===== src/rtl/pps_conditioner.sv =====
// PPS front-end: two-flop sync, glitch filter, period measurement and lock FSM gating the TDC trigger.
// Optional flywheel holdover is compiled in with `define PPS_HOLDOVER_EN.
module pps_conditioner #(
  parameter int unsigned NOMINAL_PERIOD  = 200000000,
  parameter int unsigned TOL_CYCLES      = 2000,
  parameter int unsigned MIN_HIGH_CYCLES = 4,
  parameter int unsigned LOCK_COUNT      = 3,
  parameter int unsigned CNT_W           = 32
`ifdef PPS_HOLDOVER_EN
  ,
  parameter int unsigned HOLDOVER_MAX    = 10
`endif
) (
  input  logic             clk200,
  input  logic             sys_reset_n,
  input  logic             pps_i,
  input  logic             arm_i,
  output logic             pps_pulse_o,
  output logic             tdc_pps_trigger_o,
  output logic             pps_locked_o,
  output logic             pps_missing_o,
  output logic [CNT_W-1:0] pps_period_o,
  output logic [1:0]       pps_state_o
);

  localparam int unsigned FLT_W  = $clog2(MIN_HIGH_CYCLES + 1);
  localparam int unsigned GOOD_W = (LOCK_COUNT > 1) ? $clog2(LOCK_COUNT) : 1;

  localparam logic [CNT_W-1:0]  CNT_ZERO  = {CNT_W{1'b0}};
  localparam logic [CNT_W-1:0]  CNT_ONE   = CNT_W'(32'd1);
  localparam logic [CNT_W-1:0]  CNT_MAX   = {CNT_W{1'b1}};
  localparam logic [CNT_W-1:0]  PERIOD_LO = CNT_W'(NOMINAL_PERIOD - TOL_CYCLES);
  localparam logic [CNT_W-1:0]  PERIOD_HI = CNT_W'(NOMINAL_PERIOD + TOL_CYCLES);
  localparam logic [FLT_W-1:0]  FLT_ZERO  = {FLT_W{1'b0}};
  localparam logic [FLT_W-1:0]  FLT_ONE   = FLT_W'(32'd1);
  localparam logic [FLT_W-1:0]  FLT_FULL  = FLT_W'(MIN_HIGH_CYCLES);
  localparam logic [GOOD_W-1:0] GOOD_ZERO = {GOOD_W{1'b0}};
  localparam logic [GOOD_W-1:0] GOOD_ONE  = GOOD_W'(32'd1);
  localparam logic [GOOD_W-1:0] GOOD_LAST = GOOD_W'(LOCK_COUNT - 1);

`ifdef PPS_HOLDOVER_EN
  localparam int unsigned       HOLD_W    = $clog2(HOLDOVER_MAX + 2);
  localparam logic [HOLD_W-1:0] HOLD_ZERO = {HOLD_W{1'b0}};
  localparam logic [HOLD_W-1:0] HOLD_ONE  = HOLD_W'(32'd1);
  localparam logic [HOLD_W-1:0] HOLD_MAXV = HOLD_W'(HOLDOVER_MAX);
  localparam logic [CNT_W-1:0]  TOL_LOAD  = CNT_W'(TOL_CYCLES);
`endif

  typedef enum logic [1:0] {
    ST_SEARCH   = 2'd0,
    ST_ACQUIRE  = 2'd1,
    ST_LOCKED   = 2'd2,
    ST_HOLDOVER = 2'd3
  } state_t;

  logic              sync1_r;
  logic              sync2_r;
  logic [FLT_W-1:0]  flt_cnt_r;
  logic              fired_r;
  logic [CNT_W-1:0]  cnt_r;
  logic [CNT_W-1:0]  period_r;
  state_t            state_r;
  state_t            state_nxt_s;
  logic [GOOD_W-1:0] good_cnt_r;
  logic [GOOD_W-1:0] good_nxt_s;
  logic              pulse_r;
  logic              trig_r;
  logic              missing_r;
  logic              locked_r;

  logic              event_s;
  logic              timeout_s;
  logic              synth_s;
  logic              pulse_s;
  logic              locked_like_s;
  logic              good_s;
  logic [CNT_W-1:0]  meas_s;

`ifdef PPS_HOLDOVER_EN
  logic [HOLD_W-1:0] hold_cnt_r;
  logic [HOLD_W-1:0] hold_nxt_s;
`endif

  // Edge fires once per high run, on the first cycle the filter count is full.
  assign event_s       = (flt_cnt_r == FLT_FULL) && !fired_r;
  assign meas_s        = (cnt_r == CNT_MAX) ? CNT_MAX : (cnt_r + CNT_ONE);
  assign good_s        = (meas_s >= PERIOD_LO) && (meas_s <= PERIOD_HI);
  assign timeout_s     = (cnt_r == PERIOD_HI) && !event_s;
  assign locked_like_s = (state_r == ST_LOCKED) || (state_r == ST_HOLDOVER);
`ifdef PPS_HOLDOVER_EN
  assign synth_s       = timeout_s && locked_like_s;
`else
  assign synth_s       = 1'b0;
`endif
  assign pulse_s       = event_s || synth_s;

  // Two-flop synchroniser for the asynchronous PPS input.
  always_ff @(posedge clk200 or negedge sys_reset_n) begin
    if (!sys_reset_n) begin
      sync1_r <= 1'b0;
      sync2_r <= 1'b0;
    end else begin
      sync1_r <= pps_i;
      sync2_r <= sync1_r;
    end
  end

  // Glitch filter: saturating high-run counter with a once-per-run fired flag.
  always_ff @(posedge clk200 or negedge sys_reset_n) begin
    if (!sys_reset_n) begin
      flt_cnt_r <= FLT_ZERO;
      fired_r   <= 1'b0;
    end else if (!sync2_r) begin
      flt_cnt_r <= FLT_ZERO;
      fired_r   <= 1'b0;
    end else begin
      if (flt_cnt_r != FLT_FULL) begin
        flt_cnt_r <= flt_cnt_r + FLT_ONE;
      end
      if (event_s) begin
        fired_r <= 1'b1;
      end
    end
  end

  // Period counter; synthetic pulses re-seed it at TOL so the flywheel stays on the nominal grid.
  always_ff @(posedge clk200 or negedge sys_reset_n) begin
    if (!sys_reset_n) begin
      cnt_r    <= CNT_ZERO;
      period_r <= CNT_ZERO;
    end else if (event_s) begin
      cnt_r    <= CNT_ZERO;
      period_r <= meas_s;
`ifdef PPS_HOLDOVER_EN
    end else if (synth_s) begin
      cnt_r    <= TOL_LOAD;
`endif
    end else if (cnt_r != CNT_MAX) begin
      cnt_r    <= cnt_r + CNT_ONE;
    end else begin
      cnt_r    <= cnt_r;
    end
  end

  // Lock FSM next-state logic; a real event always takes priority over a timeout.
  always_comb begin
    state_nxt_s = state_r;
    good_nxt_s  = good_cnt_r;
`ifdef PPS_HOLDOVER_EN
    hold_nxt_s  = hold_cnt_r;
`endif
    case (state_r)
      ST_SEARCH: begin
        if (event_s) begin
          state_nxt_s = ST_ACQUIRE;
          good_nxt_s  = GOOD_ZERO;
        end else begin
          state_nxt_s = ST_SEARCH;
        end
      end
      ST_ACQUIRE: begin
        if (event_s) begin
          if (!good_s) begin
            good_nxt_s = GOOD_ZERO;
          end else if (good_cnt_r == GOOD_LAST) begin
            state_nxt_s = ST_LOCKED;
            good_nxt_s  = GOOD_ZERO;
          end else begin
            good_nxt_s = good_cnt_r + GOOD_ONE;
          end
        end else if (timeout_s) begin
          state_nxt_s = ST_SEARCH;
          good_nxt_s  = GOOD_ZERO;
        end else begin
          state_nxt_s = ST_ACQUIRE;
        end
      end
      ST_LOCKED: begin
        if (event_s) begin
          if (good_s) begin
            state_nxt_s = ST_LOCKED;
          end else begin
            state_nxt_s = ST_ACQUIRE;
            good_nxt_s  = GOOD_ZERO;
          end
        end else if (timeout_s) begin
`ifdef PPS_HOLDOVER_EN
          hold_nxt_s  = HOLD_ONE;
          state_nxt_s = (HOLDOVER_MAX == 0) ? ST_SEARCH : ST_HOLDOVER;
`else
          state_nxt_s = ST_SEARCH;
`endif
        end else begin
          state_nxt_s = ST_LOCKED;
        end
      end
`ifdef PPS_HOLDOVER_EN
      ST_HOLDOVER: begin
        if (event_s) begin
          hold_nxt_s = HOLD_ZERO;
          if (good_s) begin
            state_nxt_s = ST_LOCKED;
          end else begin
            state_nxt_s = ST_ACQUIRE;
            good_nxt_s  = GOOD_ZERO;
          end
        end else if (timeout_s) begin
          if (hold_cnt_r >= HOLD_MAXV) begin
            state_nxt_s = ST_SEARCH;
            hold_nxt_s  = HOLD_ZERO;
          end else begin
            hold_nxt_s = hold_cnt_r + HOLD_ONE;
          end
        end else begin
          state_nxt_s = ST_HOLDOVER;
        end
      end
`endif
      default: begin
        state_nxt_s = ST_SEARCH;
        good_nxt_s  = GOOD_ZERO;
      end
    endcase
  end

  // Lock FSM state registers.
  always_ff @(posedge clk200 or negedge sys_reset_n) begin
    if (!sys_reset_n) begin
      state_r    <= ST_SEARCH;
      good_cnt_r <= GOOD_ZERO;
    end else begin
      state_r    <= state_nxt_s;
      good_cnt_r <= good_nxt_s;
    end
  end

`ifdef PPS_HOLDOVER_EN
  // Consecutive synthetic-pulse counter for holdover expiry.
  always_ff @(posedge clk200 or negedge sys_reset_n) begin
    if (!sys_reset_n) begin
      hold_cnt_r <= HOLD_ZERO;
    end else begin
      hold_cnt_r <= hold_nxt_s;
    end
  end
`endif

  // Registered outputs; the trigger uses the pre-event state so a locking edge never triggers.
  always_ff @(posedge clk200 or negedge sys_reset_n) begin
    if (!sys_reset_n) begin
      pulse_r   <= 1'b0;
      trig_r    <= 1'b0;
      missing_r <= 1'b0;
      locked_r  <= 1'b0;
    end else begin
      pulse_r   <= pulse_s;
      trig_r    <= pulse_s && arm_i && locked_like_s;
      missing_r <= timeout_s && (state_r != ST_SEARCH);
      locked_r  <= (state_nxt_s == ST_LOCKED) || (state_nxt_s == ST_HOLDOVER);
    end
  end

  assign pps_pulse_o       = pulse_r;
  assign tdc_pps_trigger_o = trig_r;
  assign pps_missing_o     = missing_r;
  assign pps_locked_o      = locked_r;
  assign pps_period_o      = period_r;
  assign pps_state_o       = state_r;

endmodule


===== config.mk =====
export PLATFORM = sky130hd
export DESIGN_NAME = pps_conditioner
export DESIGN_NICKNAME = d
export VERILOG_FILES = /design/src/rtl/pps_conditioner.sv
export SDC_FILE = /design/constraint.sdc
export NUM_CORES = 1
export LEC_CHECK = 0
export ABC_AREA = 1
export CELL_PAD_IN_SITES_DETAIL_PLACEMENT = 1
export CELL_PAD_IN_SITES_GLOBAL_PLACEMENT = 1
export CORE_MARGIN = 4
export CORE_UTILIZATION = 38
export DETAILED_ROUTE_END_ITERATION = 8
export PLACE_DENSITY_LB_ADDON = 0.1
export SLEW_MARGIN = 20
export SYNTH_ARGS = -nofsm -noshare
export SYNTH_HDL_FRONTEND = slang
export SYNTH_SLANG_ARGS = --single-unit

===== constraint.sdc =====
create_clock -name clk200 -period 2.24 [get_ports clk200]
set_clock_uncertainty 0.1 [all_clocks]
set_input_delay 0.224 -clock clk200 [delete_from_list [all_inputs] [get_ports clk200]]
set_output_delay 0.224 -clock clk200 [all_outputs]
set_load 0.005 [all_outputs]

==> run summary <==
Top post-synthesis cells by area: dfrtp_1, nand2_1, nor2_1
Detailed-route via count: 5153
Cell taking the most area after synthesis: dfrtp_1
Warnings from Yosys: 0
Via/cell ratio: 5.32
Setup TNS: -2.34 ns
Die area: 13600 um2
Core Box Area: 11500 um2
Met1 usage: 32.3%
Worst ir drop on vdd: 0.588 mV
Register bit total from synthesis: 78
Met3 Track Usage GR: 5.80%
Number of synthesized flops with an enable pin: 0
R2r startpoint: cnt_r[1]
Post-DRT Antenna Nets: 0
Synth top cells by count: nand2_1, nor2_1, inv_1, dfrtp_1, nand3_1
Routability congestion estimate: 0.875
Switching Power: 1.57 mW
Cells after Synth: 622
Most numerous cell in the Yosys netlist: nand2_1
Worst-Skew Late Latency: 0.35 ns
Remaining global-route overflow: 0
Pins Over Slew Limit: 0
Post-Synth Adder-Cell Area: 1.11%
Detailed Route Iter0 Violations: 339
HPWL after detailed placement: 11800 um
Clock Tree Root: clkbuf_16
Hold Crit Class: primary input to flop
GRT busiest layer: met2
Post-Syn Nets: 630
TritonCTS clock tree: yes
Failing checks: negative setup slack
Num CTS Buffers: 9
NumNets Final: 830
CTS Buffer Depth: 2
Status: finished, violations left
Synth Area in XOR/XNOR: 1.95%
PD cells: 675 nW/um2
Post-route minimum period: 2.74 ns
Leakage dissipation: 3.45 nW
Crit. End Element: flop
Post-Synth Simple-Gate Area: 38.2%
Antenna violations before repair: 0
Routed WL: 19200 um
Headroom to the max-slew limit: 67.7%
Critical Path Start Type: flop
Layout cells sized above 1: 36.9%
Tcrit/Tclk final: 122%
Internal cell power: 3.18 mW
R2r setup slk: -0.50 ns
# IOs: 42
PnR worst setup slack: -0.504 ns
R2R Path End: good_cnt_r[1]
Clk slew on worst S/H paths: 0.06 ns
# DRC: 0
Min-delay src: pps_i
Worst-path maximum fanout: 7
First-pass GRT wire length: 28300 um
Post-synth top area share: 43.4%
CP arrival: 2.93 ns
R2r worst-path depth: 17
First-pass DRT Iterations: 5
Sequential Power Share: 37.0%
Logic pwr share: 34.1%
FMAX: 0.364 GHz
Ys async rst share: 100%
Yosys cell types: 31
Hold EP: sync1_r
Clock power frac: 28.9%
Area growth from synthesis to layout: 56.8%
Hold path cells: 1
# setup viols final: 5
Vias in the first global route: 5474
Gr usage total: 27.2%
N_diodes: 0
Max-cap violations: 0
Die height: 117 um
PortBufs: 41
Main combinational cell family by area after synthesis: simple AND/OR/NAND/NOR gates
Initial Util: 39.0%
# rows: 39
Worst-Margin Slew: 0.485 ns
Seq/Total Area, Yosys: 43.4%
Die width: 117 um
RSZ-0062 raised after global routing: yes
Largest net degree at the start of global routing: 47
Post-synthesis compound-gate area fraction: 6.60%
Met2 usage: 47.6%
CTS HTree Levels: 3
Syn Std Cell Area: 4490 um2
Drt wl/cell: 19.8 um
Hold Vio Cnt, Final: 0
Mux contribution to synthesized area: 0%
Syn_area_per_cell: 7.22 um2
Switching share of power: 33.0%
Critical Path RT: 2.42 ns
Final Util: 61.2%
# clock sinks: 78
Setup CP Type: flop to flop
Most used flip-flop cell after synthesis: dfrtp_1
==> registers in the layout, indices dropped and copies added, names as in the netlist <==
register and flops:
cnt_r 32, fired_r 1, flt_cnt_r 3, good_cnt_r 2, pps_locked_o 1, pps_missing_o 1, pps_period_o 32, pps_pulse_o 1
pps_state_o 2, sync1_r 1, sync2_r 1, tdc_pps_trigger_o 1
==> power groups by stage <==
stage | logic (mW) | clock network (mW) | registers (mW)
floorplan | 0.554 | 0 | 1.75
global placement | 1.25 | 0 | 1.74
detailed placement | 1.31 | 0 | 1.76
CTS | 1.44 | 1.40 | 1.73
global route | 1.74 | 1.47 | 1.78
finish | 1.62 | 1.38 | 1.76
==> final cells by class <==
class                      count  area [um2]
sequential                    78        1950
tap                          143         179
fill                        1404        4470
inverter                      85         322
clock buffer                  14         264
multi-input combinational    449        2650
clock inverter                 1        5.00
timing repair buffer         199        1670
==> layer usage <==
metal | vias to the layer above | wire (um)
li1 | 2347 | -
met1 | 2547 | 7570
met2 | 190 | 9720
met3 | 69 | 999
met4 | 0 | 866
met5 | - | 0
==> placed cells by master (no fill, tap or decap), types with 3 or more instances in the layout <==
master and instances:
nand3_1 30, a21oi_2 3, clkbuf_16 9, nand2_1 142
nand3_4 8, xnor2_1 5, inv_1 77, o21ai_1 4
buf_6 6, nand4_1 12, a21oi_1 7, nor2_2 24
a31oi_1 3, clkdlybuf4s50_1 40, buf_4 148, nand2_8 3
nor2_4 15, nor2_1 72, inv_2 7, nand3_2 14
nand3b_1 5, dfrtp_1 76, o21ai_0 35, xor2_2 3
clkbuf_1 3, buf_12 4, ha_1 3, nand2_4 10
nand2_2 35
==> how the worst max path moves through the flow <==
stage	start	endpoint	slack, ns	cells past startpoint
after CTS	cnt_r[0]	pps_state_o[0]	-0.26	19
after floorplan	cnt_r[0]	pps_state_o[0]	-0.03	18
after detailed placement	cnt_r[1]	pps_state_o[0]	-0.48	18
after global placement	cnt_r[1]	pps_state_o[0]	-0.35	19
final	cnt_r[1]	good_cnt_r[1]	-0.50	17
after global routing	cnt_r[22]	pps_state_o[0]	-0.63	18
==> kinds of logic after synthesis <==
group / after synthesis
and+or+nand+nor: 376
buffers and inverters: 98
DFF: 78
AOI/OAI and AO/OA: 56
xor gates and xnor gates: 10
adders and majority gates: 4
==> per-stage QoR <==
step           instance area [um2]  worst slack [ns]  hold WS (ns)  std cells  power, mW
3_5_place_dp                  5960            -0.480         0.111        915       3.06
5_1_grt                       7050            -0.631         0.237        969       4.99
4_1_cts                       6780            -0.264         0.213        956       4.58
3_3_place_gp                  5960            -0.353         0.119        915       2.99
6_report                      7050            -0.504         0.224        969       4.75
2_1_floorplan                 4500           -0.0328        -0.172        622       2.30
==> what timing repair did <==
item / CTS / global route
hold buffers: 1 / 0
resized for setup: 80 / 47
cloned: 3 / 0
setup endpoints to repair: 5 / 10
pin swaps: 34 / 35
buffers inserted: 22 / 13
endpoints found under the hold margin: 32 / 0
==> critical path, cell delays in order (launching register included) <==
cell	delay, ns
dfrtp_1	0.42
buf_6	0.12
nand2_2	0.06
nor2_4	0.20
nand2_4	0.10
nor2_4	0.26
nand3b_1	0.20
nand3_4	0.15
nand2_4	0.05
nor2_4	0.11
nand2_1	0.11
nor2_2	0.18
nand2_1	0.08
nor2_1	0.14
nor2_1	0.08
a21oi_2	0.11
nand4_1	0.10
nand2_1	0.07
Note: power is estimated with default switching activity, not from simulation.
